===== src/rtl/stack_game_sequencer.sv =====
// Stacker game sequencer: debounced start/drop button, level-dependent move ticks,
// drop handshake with the block datapath, win/lose hold. Define STACK_SPEEDUP_EN for per-row speedup.
module stack_game_sequencer #(
   parameter int unsigned TICK_DIV_BASE = 5_000_000,
   parameter int unsigned TICK_DIV_STEP = 400_000,
   parameter int unsigned TICK_DIV_MIN  = 1_000_000,
   parameter int unsigned DEBOUNCE_CYC  = 500_000,
   parameter int unsigned MAX_ROWS      = 10,
   parameter int unsigned MIN_WIDTH     = 10,
   parameter int unsigned RESULT_HOLD   = 100_000_000
) (
   input  logic       clk,
   input  logic       rst,
   input  logic       btn_in,
   input  logic [9:0] drop_width,
   input  logic       drop_ack,
   output logic       move_tick,
   output logic       drop_req,
   output logic       clear_stack,
   output logic [3:0] row,
   output logic       playing,
   output logic       win,
   output logic       lose
);

   typedef enum logic [2:0] {
      S_IDLE, S_PLAY, S_DROP, S_EVAL, S_WIN, S_LOSE
   } state_t;

   localparam logic [31:0] DB_LAST   = 32'(DEBOUNCE_CYC - 1);
   localparam logic [31:0] HOLD_LAST = 32'(RESULT_HOLD - 1);
   localparam logic [31:0] MIN_W     = 32'(MIN_WIDTH);
   localparam logic [3:0]  LAST_ROW  = 4'(MAX_ROWS - 1);

   state_t      state, state_n;
   logic        btn_s1, btn_s2, db_level, db_prev, press;
   logic [31:0] db_cnt;
   logic [31:0] tick_cnt, tick_n, hold_cnt, hold_n, period;
   logic [3:0]  row_n;
   logic [9:0]  width_q, width_n;

`ifdef STACK_SPEEDUP_EN
   // Saturating decrement: a large row*step clamps to the floor instead of wrapping.
   function automatic logic [31:0] sat_period(input logic [3:0] r);
      logic [35:0] dec;
      logic [31:0] diff;
      dec = 36'(r) * 36'(TICK_DIV_STEP);
      if (dec >= 36'(TICK_DIV_BASE))
         diff = '0;
      else
         diff = TICK_DIV_BASE - dec[31:0];
      return (diff < TICK_DIV_MIN) ? TICK_DIV_MIN : diff;
   endfunction

   assign period = sat_period(row);
`else
   logic [31:0] unused_cfg;
   assign unused_cfg = TICK_DIV_STEP ^ TICK_DIV_MIN;
   assign period     = TICK_DIV_BASE;
`endif

   // Button: two-flop synchroniser, then the level only moves after DEBOUNCE_CYC differing samples.
   always_ff @(posedge clk or posedge rst) begin
      if (rst) begin
         btn_s1   <= 1'b0;
         btn_s2   <= 1'b0;
         db_level <= 1'b0;
         db_prev  <= 1'b0;
         db_cnt   <= '0;
      end else begin
         btn_s1  <= btn_in;
         btn_s2  <= btn_s1;
         db_prev <= db_level;
         if (btn_s2 == db_level) begin
            db_cnt <= '0;
         end else if (db_cnt >= DB_LAST) begin
            db_level <= btn_s2;
            db_cnt   <= '0;
         end else begin
            db_cnt <= db_cnt + 32'd1;
         end
      end
   end

   assign press = db_level & ~db_prev;

   always_ff @(posedge clk or posedge rst) begin
      if (rst) begin
         state    <= S_IDLE;
         tick_cnt <= '0;
         hold_cnt <= '0;
         row      <= '0;
      end else begin
         state    <= state_n;
         tick_cnt <= tick_n;
         hold_cnt <= hold_n;
         row      <= row_n;
      end
   end

   // Captured width is only read in EVAL, after a capture, so it needs no reset.
   always_ff @(posedge clk) begin
      width_q <= width_n;
   end

   always_comb begin
      state_n     = state;
      tick_n      = tick_cnt;
      hold_n      = hold_cnt;
      row_n       = row;
      width_n     = width_q;
      move_tick   = 1'b0;
      drop_req    = 1'b0;
      clear_stack = 1'b0;
      playing     = (state == S_PLAY) || (state == S_DROP) || (state == S_EVAL);
      win         = (state == S_WIN);
      lose        = (state == S_LOSE);
      case (state)
         S_IDLE: begin
            if (press) begin
               clear_stack = 1'b1;
               row_n       = '0;
               tick_n      = '0;
               state_n     = S_PLAY;
            end
         end
         S_PLAY: begin
            // The tick still fires when a press lands on the wrap cycle.
            if (tick_cnt >= period - 32'd1) begin
               move_tick = 1'b1;
               tick_n    = '0;
            end else begin
               tick_n = tick_cnt + 32'd1;
            end
            if (press)
               state_n = S_DROP;
         end
         S_DROP: begin
            drop_req = 1'b1;
            if (drop_ack) begin
               width_n = drop_width;
               state_n = S_EVAL;
            end
         end
         S_EVAL: begin
            if ({22'd0, width_q} < MIN_W) begin
               hold_n  = '0;
               state_n = S_LOSE;
            end else if (row == LAST_ROW) begin
               hold_n  = '0;
               state_n = S_WIN;
            end else begin
               row_n   = row + 4'd1;
               tick_n  = '0;
               state_n = S_PLAY;
            end
         end
         S_WIN, S_LOSE: begin
            if (press || (hold_cnt >= HOLD_LAST)) begin
               hold_n  = '0;
               state_n = S_IDLE;
            end else begin
               hold_n = hold_cnt + 32'd1;
            end
         end
         default: state_n = S_IDLE;
      endcase
   end

endmodule


===== config.mk =====
export PLATFORM = sky130hd
export DESIGN_NAME = stack_game_sequencer
export DESIGN_NICKNAME = d
export VERILOG_FILES = /design/src/rtl/stack_game_sequencer.sv
export SDC_FILE = /design/constraint.sdc
export NUM_CORES = 1
export LEC_CHECK = 0
export CORE_UTILIZATION = 50
export CTS_BUF_LIST = sky130_fd_sc_hd__clkbuf_4 sky130_fd_sc_hd__clkbuf_8 sky130_fd_sc_hd__clkbuf_16
export DETAILED_ROUTE_END_ITERATION = 6
export GPL_TIMING_DRIVEN = 0
export PLACE_DENSITY = 0.66
export SLEW_MARGIN = 20
export SYNTH_ARGS = -nofsm -noshare
export SYNTH_HDL_FRONTEND = slang
export SYNTH_SLANG_ARGS = --single-unit

===== constraint.sdc =====
create_clock -name clk -period 7.88 [get_ports clk]
set_input_delay 0.788 -clock clk [delete_from_list [all_inputs] [get_ports clk]]
set_output_delay 0.788 -clock clk [all_outputs]
set_load 0.05 [all_outputs]

Word level (Yosys, flattened, before mapping)
Cells that the tools add are included.
{ "totals": {"reg_bits": 117, "latch_bits": 0, "ramBits": 0, "mem_bits_ro": 0, "output_inout_bits": 10, "mem_count": 0} }
{ "op_classes": {"addsub": 4, "n_mul": 0, "div": 0, "magnitude_cmp": 4, "eq_ne": 14, "n_shift": 0, "muxes": 27, "n_bitwise": 3, "n_reduce_logical": 14} }
{ "op_table": {"columns": ["operator", "count"], "rows": [
  ["two-way mux 32 bit", 9],
  ["adder 32 x 1 -> 32 bit (second input constant)", 3],
  ["one-hot mux 32 bit (3 select lines)", 1],
  ["one-hot mux 32 bit (2 select lines)", 1],
  ["greater-or-equal comparator 32 x 19 -> 1 bit (second input constant)", 1],
  ["greater-or-equal comparator 32 x 23 -> 1 bit (second input constant)", 1],
  ["greater-or-equal comparator 32 x 27 -> 1 bit (second input constant)", 1],
  ["two-way mux 3 bit", 6],
  ["one-hot mux 3 bit (5 select lines)", 1],
  ["two-way mux 4 bit", 3],
  ["!= test 2 bit (second input constant)", 6],
  ["AND reduction 4 bit", 3],
  ["< comparator 10 x 4 -> 1 bit (second input constant)", 1],
  ["one-hot mux 4 bit (2 select lines)", 1],
  ["equality test 3 x 2 -> 1 bit (second input constant)", 2],
  ["equality test 3 bit (second input constant)", 2],
  ["AND reduction 2 bit", 3],
  ["two-way mux 1 bit", 5],
  ["adder 4 x 1 -> 4 bit (second input constant)", 1],
  ["equality test 4 bit (second input constant)", 1],
  ["nonzero test 2 bit", 2],
  ["equality test 3 x 1 -> 1 bit (second input constant)", 1],
  ["logical NOT 3 bit", 1],
  ["logical OR 1 bit", 3],
  ["other kinds (6)", 7]
]} }

Logic depth before layout (Yosys ltp)
{ "depth": {"word_depth": 5, "ltp_mapped": 10} }

Least setup slack after synthesis
Ideal clock, no wire load.
{ "synth_timing": {"path_type": "flip-flop to output port", "start": "register state[0]", "end": "output port clear_stack", "arrival_time_ns": 2.346, "path_slack_ns": 4.746, "stages_incl_launch_ff": 3, "path_buffers": 1, "cell_sequence": "dfrtp_1 clkbuf_1 nor4_1"} }
{ "synth_via": {"elab_chain_cells": 2} }
{ "synth_lines": {"columns": ["element", "line", "source"], "rows": [
  ["start, declared", "35", "state_t state, state_n;"],
  ["start signal, assigned", "94", "state <= state_n;"],
  ["logical NOT 3 bit", "118", "case (state)"],
  ["two-way mux 1 bit", "118", null],
  ["end, declared", "19", "output logic clear_stack,"]
]} }
No other way between the ends.

Worst setup path after layout
{ "layout_timing": {"start": "register tick_cnt[17]", "end": "output port move_tick"} }
{ "layout_via": {"elab_chain_cells": 3} }
{ "layout_lines": {"columns": ["element", "line", "source"], "rows": [
  ["start, declared", "38", "logic [31:0] tick_cnt, tick_n, hold_cnt, hold_n, period;"],
  ["start signal, assigned", "95", "tick_cnt <= tick_n;"],
  ["greater-or-equal comparator 32 x 23 -> 1 bit", "129", "if (tick_cnt >= period - 32'd1) begin"],
  ["two-way mux 1 bit", "129", null],
  ["two-way mux 1 bit", "118", null],
  ["end, declared", "17", "output logic move_tick,"]
]} }
No other way between the ends.

==> run_summary.xml <==
<?xml version="1.0" encoding="UTF-8"?>
<metrics>
  <group name="clock_tree">
    <metric name="clk_pin_slew" unit="ns">0.06</metric>
    <metric name="cts_buffers" unit="">17</metric>
    <metric name="root_buffer" unit="">clkbuf_8</metric>
    <metric name="cts_tree" unit="">yes</metric>
    <metric name="worst_skew_pair.late_latency" unit="ns">0.53</metric>
    <metric name="cts_setup_buffers" unit="">0</metric>
    <metric name="clock_path_buffers" unit="">2</metric>
    <metric name="cts.sink_count" unit="">116</metric>
    <metric name="hold_buffers" unit="">0</metric>
    <metric name="ctsResizeCount" unit="">0</metric>
    <metric name="cts_max_level" unit="">4</metric>
  </group>
  <group name="routing">
    <metric name="vias_per_cell" unit="">5.52</metric>
    <metric name="route.antenna.remaining_nets" unit="">0</metric>
    <metric name="num_vias" unit="">4264</metric>
    <metric name="drt_wl_total" unit="µm">11000</metric>
    <metric name="drt_iter0_markers" unit="">272</metric>
    <metric name="dr.pass1.iters" unit="">5</metric>
    <metric name="avgRoutedWirePerCell" unit="µm">14.3</metric>
    <metric name="drc_errors_left" unit="">0</metric>
  </group>
  <group name="floorplan">
    <metric name="core.rowCount" unit="">38</metric>
    <metric name="floorplan.core_area" unit="µm²">10800</metric>
    <metric name="die-area" unit="µm²">11500</metric>
    <metric name="floorplan.initialDensity" unit="%">51.3</metric>
    <metric name="die_ht" unit="µm">107</metric>
    <metric name="io_pins" unit="">24</metric>
    <metric name="chipWidth" unit="µm">107</metric>
  </group>
  <group name="power">
    <metric name="power.leakage" unit="nW">2.77</metric>
    <metric name="switching_share" unit="%">29.9</metric>
    <metric name="net_sw_power" unit="mW">0.515</metric>
    <metric name="int_pwr" unit="mW">1.21</metric>
    <metric name="ratio_of_total_power_to_cell_area" unit="nW/µm²">260</metric>
    <metric name="share_comb_of_total_power" unit="%">17.7</metric>
    <metric name="power.ir.vdd_worst" unit="mV">0.226</metric>
    <metric name="seq_power_share" unit="%">38.3</metric>
    <metric name="share_clk_of_total_power" unit="%">44.0</metric>
  </group>
  <group name="global_routing">
    <metric name="grt_pass1_wl" unit="µm">18900</metric>
    <metric name="globalRouteTotalUtil" unit="%">21.6</metric>
    <metric name="antenna_found_initial" unit="">0</metric>
    <metric name="grt_max_degree" unit="">81</metric>
    <metric name="global_route.overflow_total" unit="">0</metric>
    <metric name="first_global_vias" unit="">4012</metric>
  </group>
  <group name="critical_path">
    <metric name="critPathLaunchType" unit="">flop</metric>
    <metric name="timing.setup.critical_path_class" unit="">flop to output pin</metric>
    <metric name="critPathRequiredTime" unit="ns">7.09</metric>
    <metric name="crit_path_max_fanout" unit="">9</metric>
    <metric name="end_kind" unit="">output pin</metric>
    <metric name="worst-endpoint-arrival" unit="ns">2.90</metric>
  </group>
  <group name="synthesis">
    <metric name="async_flop_share" unit="%">92.2</metric>
    <metric name="synth_cell_type_count" unit="">59</metric>
    <metric name="yosysWarnings" unit="">0</metric>
    <metric name="synth-edff-count" unit="">9</metric>
    <metric name="mapped_cells" unit="">566</metric>
    <metric name="synth_sequential_area_ratio" unit="%">53.0</metric>
    <metric name="syn_area_per_cell" unit="µm²">9.82</metric>
    <metric name="post_synth_instance_area" unit="µm²">5560</metric>
    <metric name="synth_flop_cell" unit="">dfrtp_1</metric>
    <metric name="ys_ff_latch" unit="">116</metric>
  </group>
  <group name="sta">
    <metric name="worst_slew_margin_rel" unit="%">49.4</metric>
    <metric name="final-max-slew-violation-count" unit="">0</metric>
    <metric name="setup_clock_skew_after_layout" unit="ns">0.00619</metric>
    <metric name="timing.final.setup_violations" unit="">0</metric>
    <metric name="fin_worst_hold_slack" unit="ns">0.345</metric>
    <metric name="finalWorstPathRequiredPeriod" unit="ns">3.69</metric>
    <metric name="tightestPinTransition" unit="ns">0.753</metric>
    <metric name="timing_hold_violations_final" unit="">0</metric>
    <metric name="fin_crit_sh" unit="%">46.8</metric>
    <metric name="timing.setup.tns" unit="ns">0</metric>
    <metric name="rsz0062_at_grt" unit="">no</metric>
    <metric name="clock.fmax" unit="MHz">271</metric>
  </group>
  <group name="cells_and_area">
    <metric name="synthToLayoutAreaGrowth" unit="%">19.2</metric>
    <metric name="layout.cells.most_common" unit="">dfrtp_1</metric>
    <metric name="commonest_cells_after_routing_fill_and_taps_aside" unit="">107 x dfrtp_1, 95 x nor2_1, 33 x nand2_1, 31 x nand3_1, 28 x nand4_1</metric>
    <metric name="insertedDiodeCount" unit="">0</metric>
    <metric name="final_net_count" unit="">639</metric>
    <metric name="n_fill_cell" unit="">904</metric>
    <metric name="drive_above_1_share" unit="%">9.32</metric>
  </group>
  <group name="placement">
    <metric name="place_hpwl" unit="µm">7510</metric>
    <metric name="numPortBuffers" unit="">22</metric>
    <metric name="globalplace.congestion" unit="">0.836</metric>
  </group>
  <group name="run_status">
    <metric name="outcome" unit="">finished clean</metric>
  </group>
  <group name="worst_hold_path">
    <metric name="min_path_type" unit="">flop to flop</metric>
  </group>
  <group name="job">
    <metric name="max-cap-violations" unit="">0</metric>
  </group>
</metrics>
## metrics by stage
stage | std cells | area, µm² | power, mW | setup WS, ns | util [%]
2_1_floorplan | 578 | 5600 | 0.880 | 4.27 | -
4_1_cts | 773 | 6630 | 1.74 | 4.17 | 61.1
3_5_place_dp | 741 | 6030 | 0.974 | 4.75 | 55.6
3_3_place_gp | 740 | 6000 | 0.967 | 2.72 | 55.3
6_report | 773 | 6630 | 1.72 | 4.19 | 61.1
5_1_grt | 773 | 6630 | 1.80 | 3.95 | 61.1
## worst max-delay path: stages (launching register included)
cell and delay (ns):
dfrtp_1 0.36, buf_2 0.17, nor4_1 0.38, nand4_1 0.12, o22ai_1 0.36, nor2_1 0.09, nor2_1 0.09, clkdlybuf4s50_1 0.80
## power groups by stage
stage | combinational, mW | clock (mW) | sequential, mW
3_3_place_gp | 0.299 | 0 | 0.668
2_1_floorplan | 0.196 | 0 | 0.684
3_5_place_dp | 0.305 | 0 | 0.669
4_1_cts | 0.306 | 0.776 | 0.659
6_report | 0.305 | 0.758 | 0.660
5_1_grt | 0.334 | 0.804 | 0.664
## worst paths after layout
path / cells past startpoint / start / to / slack (ns)
max: 7 / tick_cnt[17] / move_tick / 4.19
min: 0 / btn_s1 / btn_s2 / 0.35
max reg2reg: 8 / tick_cnt[0] / tick_cnt[26] / 5.21
min reg2reg: 0 / btn_s1 / btn_s2 / 0.35
max in group asynchronous: 3 / rst / hold_cnt[10] / 6.62
min in group asynchronous: 2 / rst / db_cnt[7] / 0.59
## state kept, by name, indices dropped and copies added (netlist names)
name / flops
tick_cnt: 32
db_cnt: 32
width_q: 9
db_prev: 1
hold_cnt: 32
btn_s2: 1
db_level: 1
state: 3
row: 4
btn_s1: 1
## kinds of logic (layout without fill, tap and decap cells)
kind of cell	count (synthesis)	count (layout)	synth area share [%]
compound gates	75	75	8.91
fa+ha+maj	5	5	1.13
simple gates	277	277	25.3
other cells	1	13	0.0675
xor+xnor	46	46	7.25
flops	116	116	53.0
mux	7	7	1.31
buf+inv	39	94	2.95
## layout make-up
class / count / area (µm²) / area share, %
buffer: 20 / 92.6 / 1.40
clock buffer: 19 / 447 / 6.74
clock inverter: 13 / 149 / 2.25
inverter: 19 / 76.3 / 1.15
multi-input combinational: 423 / 2490 / 37.6
sequential: 116 / 2950 / 44.5
tap: 140 / 175 / 2.64
timing repair buffer: 23 / 248 / 3.74
## cells in the mapped netlist (3+ instances only)
cell type	number	area, µm²
xnor2_1	24	210
buf_2	8	40.0
and4_1	3	26.3
nor4_1	15	93.8
nand4_1	28	175
nand3_1	31	155
dfrtp_1	107	2680
xor2_1	22	193
nor3_1	18	90.1
nand2b_1	5	31.3
nand2_1	33	124
a21oi_1	21	105
a41oi_1	3	26.3
or4_1	4	30.0
and2_1	3	18.8
or3_1	8	50.1
o21ai_0	21	105
edfxtp_1	9	270
a31oi_1	9	56.3
ha_1	5	62.6
nor2_1	95	357
nor3b_1	4	30.0
and3_1	15	93.8
or2_2	3	18.8
clkbuf_1	10	37.5
mux2i_1	5	50.1
inv_1	19	71.3
## layer usage
metal	GRT usage, %	share of wire [%]
met5	0	0
met4	7.73	1.1
met3	6.90	4.1
met2	32.4	45
met1	29.4	49
Note: power is estimated with default switching activity, not from simulation.
